--- src/rtl/hiscore_ram_arbiter.sv ---
// Two-port arbiter for the core's single hiscore RAM port. It halts the CPU through
// pause_out, lets the bus settle, performs one byte access and pulses the requester's ack.
module hiscore_ram_arbiter #(
    parameter int AW     = 16,
    parameter int SETTLE = 4,
    parameter int RD_LAT = 2,
    parameter int HOLD   = 16
) (
    input  logic          clk,
    input  logic          reset,
    input  logic          user_pause,
    input  logic          req0,
    input  logic          req1,
    input  logic          we0,
    input  logic          we1,
    input  logic [AW-1:0] addr0,
    input  logic [AW-1:0] addr1,
    input  logic [7:0]    wdata0,
    input  logic [7:0]    wdata1,
    output logic          ack0,
    output logic          ack1,
    output logic [7:0]    rdata,
    output logic [AW-1:0] hs_addr,
    output logic [7:0]    hs_din,
    output logic          hs_we,
    input  logic [7:0]    hs_dout,
    output logic          pause_out,
    output logic          busy
);

    typedef enum logic [2:0] {
        S_IDLE,
        S_SETTLE,
        S_GRANT,
        S_RD_WAIT,
        S_DONE,
        S_HOLD
    } state_e;

    localparam logic [7:0] SETTLE_LD = 8'(SETTLE - 1);
    localparam logic [7:0] RD_LD     = 8'(RD_LAT - 1);
    localparam logic [7:0] HOLD_LD   = 8'(HOLD - 1);

    state_e        state_q, state_d;
    logic [7:0]    cnt_q, cnt_d;
    logic          rr_q, rr_d;
    logic          sel_q, sel_d;
    logic          we_sel_q, we_sel_d;
    logic [AW-1:0] hs_addr_q, hs_addr_d;
    logic [7:0]    hs_din_q, hs_din_d;
    logic          hs_we_q, hs_we_d;
    logic          ack0_q, ack0_d;
    logic          ack1_q, ack1_d;
    logic [7:0]    rdata_q, rdata_d;

    logic          pick1;
    logic          take;

    // On a tie the port opposite the round-robin pointer wins.
    always_comb begin
        pick1 = req1 ? (!req0 || !rr_q) : (!req0 && !rr_q);
    end

    always_ff @(posedge clk) begin
        // NOTE: non-blocking assignments so every register samples pre-edge values.
        if (reset) begin
            state_q   <= S_IDLE;
            cnt_q     <= 8'd0;
            rr_q      <= 1'b1;
            sel_q     <= 1'b0;
            we_sel_q  <= 1'b0;
            hs_addr_q <= '0;
            hs_din_q  <= 8'd0;
            hs_we_q   <= 1'b0;
            ack0_q    <= 1'b0;
            ack1_q    <= 1'b0;
            rdata_q   <= 8'd0;
        end else begin
            state_q   <= state_d;
            cnt_q     <= cnt_d;
            rr_q      <= rr_d;
            sel_q     <= sel_d;
            we_sel_q  <= we_sel_d;
            hs_addr_q <= hs_addr_d;
            hs_din_q  <= hs_din_d;
            hs_we_q   <= hs_we_d;
            ack0_q    <= ack0_d;
            ack1_q    <= ack1_d;
            rdata_q   <= rdata_d;
        end
    end

    always_comb begin
        // NOTE: every target gets a default first so no path leaves a latch behind.
        state_d   = state_q;
        cnt_d     = cnt_q;
        rr_d      = rr_q;
        sel_d     = sel_q;
        we_sel_d  = we_sel_q;
        hs_addr_d = hs_addr_q;
        hs_din_d  = hs_din_q;
        hs_we_d   = 1'b0;
        ack0_d    = 1'b0;
        ack1_d    = 1'b0;
        rdata_d   = rdata_q;
        take      = 1'b0;

        unique case (state_q)
            S_IDLE: begin
                if (req0 || req1) begin
                    state_d = S_SETTLE;
                    cnt_d   = SETTLE_LD;
                end
            end
            S_SETTLE: begin
                if (cnt_q == 8'd0) take = 1'b1;
                else               cnt_d = cnt_q - 8'd1;
            end
            S_GRANT: begin
                if (we_sel_q) begin
                    state_d = S_DONE;
                    ack0_d  = !sel_q;
                    ack1_d  = sel_q;
                end else begin
                    state_d = S_RD_WAIT;
                    cnt_d   = RD_LD;
                end
            end
            S_RD_WAIT: begin
                if (cnt_q == 8'd0) begin
                    state_d = S_DONE;
                    rdata_d = hs_dout;
                    ack0_d  = !sel_q;
                    ack1_d  = sel_q;
                end else begin
                    cnt_d = cnt_q - 8'd1;
                end
            end
            S_DONE: begin
                if (HOLD == 0) begin
                    state_d = S_IDLE;
                end else begin
                    state_d = S_HOLD;
                    cnt_d   = HOLD_LD;
                end
            end
            S_HOLD: begin
                if (req0 || req1)       take    = 1'b1;
                else if (cnt_q == 8'd0) state_d = S_IDLE;
                else                    cnt_d   = cnt_q - 8'd1;
            end
            default: state_d = S_IDLE;
        endcase

        // The grant is registered on entry so the access is presented during GRANT itself.
        if (take) begin
            state_d   = S_GRANT;
            sel_d     = pick1;
            rr_d      = pick1;
            we_sel_d  = pick1 ? we1 : we0;
            hs_addr_d = pick1 ? addr1 : addr0;
            hs_din_d  = pick1 ? wdata1 : wdata0;
            hs_we_d   = pick1 ? we1 : we0;
        end
    end

    always_comb begin
        busy      = (state_q != S_IDLE);
        pause_out = user_pause || (state_q != S_IDLE);
        ack0      = ack0_q;
        ack1      = ack1_q;
        rdata     = rdata_q;
        hs_addr   = hs_addr_q;
        hs_din    = hs_din_q;
        hs_we     = hs_we_q;
    end

endmodule

--- config.mk ---
export PLATFORM = sky130hd
export DESIGN_NAME = hiscore_ram_arbiter
export DESIGN_NICKNAME = d
export VERILOG_FILES = /design/src/rtl/hiscore_ram_arbiter.sv
export SDC_FILE = /design/constraint.sdc
export NUM_CORES = 1
export LEC_CHECK = 0
export BUFFER_PORTS_ARGS = -buffer_cell sky130_fd_sc_hd__buf_2
export CAP_MARGIN = 20
export CORE_MARGIN = 2
export CORE_UTILIZATION = 50
export DETAILED_ROUTE_END_ITERATION = 6
export GPL_ROUTABILITY_DRIVEN = 0
export PLACE_DENSITY = 0.88
export SLEW_MARGIN = 20
export SYNTH_ARGS = -nofsm -noshare
export SYNTH_HDL_FRONTEND = slang
export SYNTH_SLANG_ARGS = --single-unit
--- constraint.sdc ---
create_clock -name clk -period 2.9 [get_ports clk]
set_input_delay 0 -clock clk [delete_from_list [all_inputs] [get_ports clk]]
set_output_delay 0 -clock clk [all_outputs]
set_load 0.1 [all_outputs]
==> summary.txt <==
Worst hold path
  – Min-delay src: we1
  – Hold path cells: 3
  – Hold endpoint: hs_we$_SDFF_PP0_
  – Hold Crit Class: primary input to flop

Floorplan
  – IO Pins: 100
  – Die width: about 76 um
  – CORE AREA: just over 5000 um2
  – Chip Height: ~76 um
  – FP Rows: 26
  – Die Area: slightly below 6000 um2
  – Starting Density: 0.513

Run status
  – Status: complete, no violations

Synth
  – YS warnings: 0
  – FFs w/ async S/R, synth: 0
  – FF+latch count, synth: ~50
  – Post-Synth Simple-Gate Area: 0.121
  – Synth Area in Compound Gates: 0.278
  – Syn Area/Cell: 10.2 um2
  – Top cell type's share of synthesized area: 0.379
  – Synth area leader: dfxtp_1
  – Number of synthesized flops with an enable pin: 0
  – Adder-Cell Fraction of Synth Area: 0.0135
  – Area contributors post-synth: dfxtp_1 38%, mux2i_1 13%, a211oi_2 5.8%
  – Ys flop type: dfxtp_1
  – Sequential fraction of the synthesis area: 0.379
  – Post-Syn Nets: 319
  – Cells after Synth: 254
  – Yosys cell types: ~50
  – Largest family of logic cells by synthesized area: compound AO/OA/AOI/OAI gates
  – Post-Synthesis Cell Area: between 2000 and 3000 um2
  – Post-synthesis mux area share: 0.140
  – Post-Synth XOR/XNOR Area: 0

STA
  – Fmax: approximately 460 MHz
  – Fin. max-slew vios: 0
  – Final min period: 2150 ps
  – Setup TNS: 0 ps
  – Period utilization: 0.743
  – Hold Vio Cnt, Final: 0
  – Slew HR: 0.397
  – Clk_skew: between 3 and 4 ps
  – Worst Tran Pin Value: approximately 900 ps
  – RSZ-0062 raised after global routing: false
  – Final setup violating endpoints: 0

Detailed routing
  – DRT Pass-1 Iters: 4
  – Detailed-route DRC error count: 0
  – Drt wl/cell: roughly 14 um
  – Total wire length after detailed routing: just over 6000 um
  – Routed vias: 2361
  – Post-DRT Antenna Nets: 0
  – Starting DRT DRC Count: around 120
  – Vias per std cell: ~5.6

Cells and area
  – Inserted Diodes: 0
  – NumNets Final: ~420
  – Area grow syn2layout: 24.8%
  – Final instance area: ~3200 um2
  – Layout cell share with drive strength beyond 1: 0.432

Worst setup path
  – CP Data Required Time: 3040 ps
  – CP Launch Type: flop
  – R2R setup slack: ~750 ps
  – CP max FO: 12
  – Reg-to-Reg Start: cnt_q[0]$_SDFFE_PP0P_
  – R2r endpoint: hs_addr[9]$_SDFFE_PP0P_
  – Critical path data arrival time: around 2300 ps
  – Worst r2r path cells: 7
  – Critical path capture point type: flop
  – Crit path kind: flop to flop

Clock network
  – Clk buf depth: 2
  – CTS Buf Count: 5
  – CTS sink count: a little under 50
  – Clock slew at reported path FFs: roughly 90 ps
  – Hold bufs inserted after CTS: 8
  – Clk root buf: clkbuf_8
  – Post-CTS Setup Inserts: 0
  – Post-CTS sizing: 0
  – # H-tree levels: 2
  – Clk_lat worst skew: slightly below 300 ps
  – TritonCTS clock tree: built

GRT
  – Gr usage total: 0.211
  – Remaining Overflow, GRT: 0
  – Initial antenna violation count: 0
  – First-pass GRT wire length: ~10000 um
  – Vias in the first global route: between 2000 and 2500
  – Largest net degree at the start of global routing: 45

Placement
  – Port bufs: 99
  – HPWL after detailed placement: roughly 4300 um
  – Placed cell areas: a little over 3000 um2

Run
  – Max Cap Viol: 0
kinds of logic after synthesis:
family	after synthesis
buffers and inverters	28
flip-flops	49
adder cells (fa/ha/maj)	3
AO/OA/AOI/OAI	88
AND/OR/NAND/NOR	51
multiplexers	35
layer usage:
metal / track usage / vias to the layer above / share of wire
li1: - / 1157 / -
met1: 0.262 / 1087 / 0.42
met2: 0.370 / 104 / 0.50
met3: 0.0405 / 13 / 0.058
met4: 0.0655 / 0 / 0.019
met5: 0 / - / 0
flip-flops by register name, summed over array words and instances (netlist names):
name      count
we_sel_q      1
hs_we         1
ack1          1
hs_addr      16
rdata         8
cnt_q         8
sel_q         1
rr_q          1
state_q       3
hs_din        8
ack0          1
synthesized netlist by cell type, drive strengths merged (2+ instances only):
cell	n
ha	2
mux2i	35
nor3	6
a21oi	32
nand2	6
and2	3
a311oi	3
or2	2
o311ai	3
o221a	5
o31a	2
o31ai	2
nand3	4
clkbuf	7
dfxtp	49
nor4	2
nor2	14
a211oi	29
nor2b	2
nor3b	3
nor4b	3
a31oi	2
o21ai	4
inv	6
buf	15
through the flow:
step                      cells  hold WS [ps]   util  setup slack (ps)
after floorplan             254           144      -              1020
after global placement      406           235  0.607               850
after detailed placement    406           242  0.607               747
after CTS                   422          23.0  0.640               735
after global routing        422          37.7  0.640               558
final                       422          22.3  0.640               745
placed cells by master (no fill, tap or decap), types with 2 or more instances in the layout:
master,n
a21oi_2,15
clkbuf_8,5
nor3_1,5
ha_1,2
dfxtp_1,49
or2_2,2
nor2_1,13
a21oi_1,17
a211oi_2,11
a311oi_1,3
o31ai_1,2
buf_2,99
nand2_1,6
a211oi_1,17
nor2b_1,2
o31a_1,2
a31oi_1,2
inv_1,6
nor4_1,2
o221a_2,5
o21ai_0,4
buf_4,5
nand3_1,3
and2_1,3
dlygate4sd3_1,8
o311ai_0,3
mux2i_1,34
nor3b_1,3
worst max path at each step:
stage,start,to,slack (ps),depth (start not counted)
final,cnt_q[0]$_SDFFE_PP0P_,hs_addr[9]$_SDFFE_PP0P_,750,7
after global routing,cnt_q[0]$_SDFFE_PP0P_,hs_addr[9]$_SDFFE_PP0P_,560,7
after CTS,cnt_q[0]$_SDFFE_PP0P_,hs_addr[9]$_SDFFE_PP0P_,740,7
after detailed placement,cnt_q[0]$_SDFFE_PP0P_,hs_addr[3]$_SDFFE_PP0P_,750,7
after global placement,cnt_q[0]$_SDFFE_PP0P_,hs_addr[7]$_SDFFE_PP0P_,850,7
after floorplan,state_q[2]$_SDFFE_PP0P_,cnt_q[6]$_SDFFE_PP0P_,1020,6
cell type report:
type                       count  area [um2]
inverter                       6        22.5
clock buffer                   6        72.6
clock inverter                 2        13.8
fill                         406        1810
tap                           70        87.6
sequential                    49         981
multi-input combinational    177        1440
timing repair buffer         112         613
worst max-delay path: stages (launching register included):
cell and delay, ps:
dfxtp_1 350, inv_1 110, ha_1 170, nor4b_4 370
a21o_1 190, and2_1 430, buf_4 290, a211oi_1 100
Power is left out: the tool's default activity adds up to more than one toggle a clock period on the data nets, which glitch-free logic cannot reach.
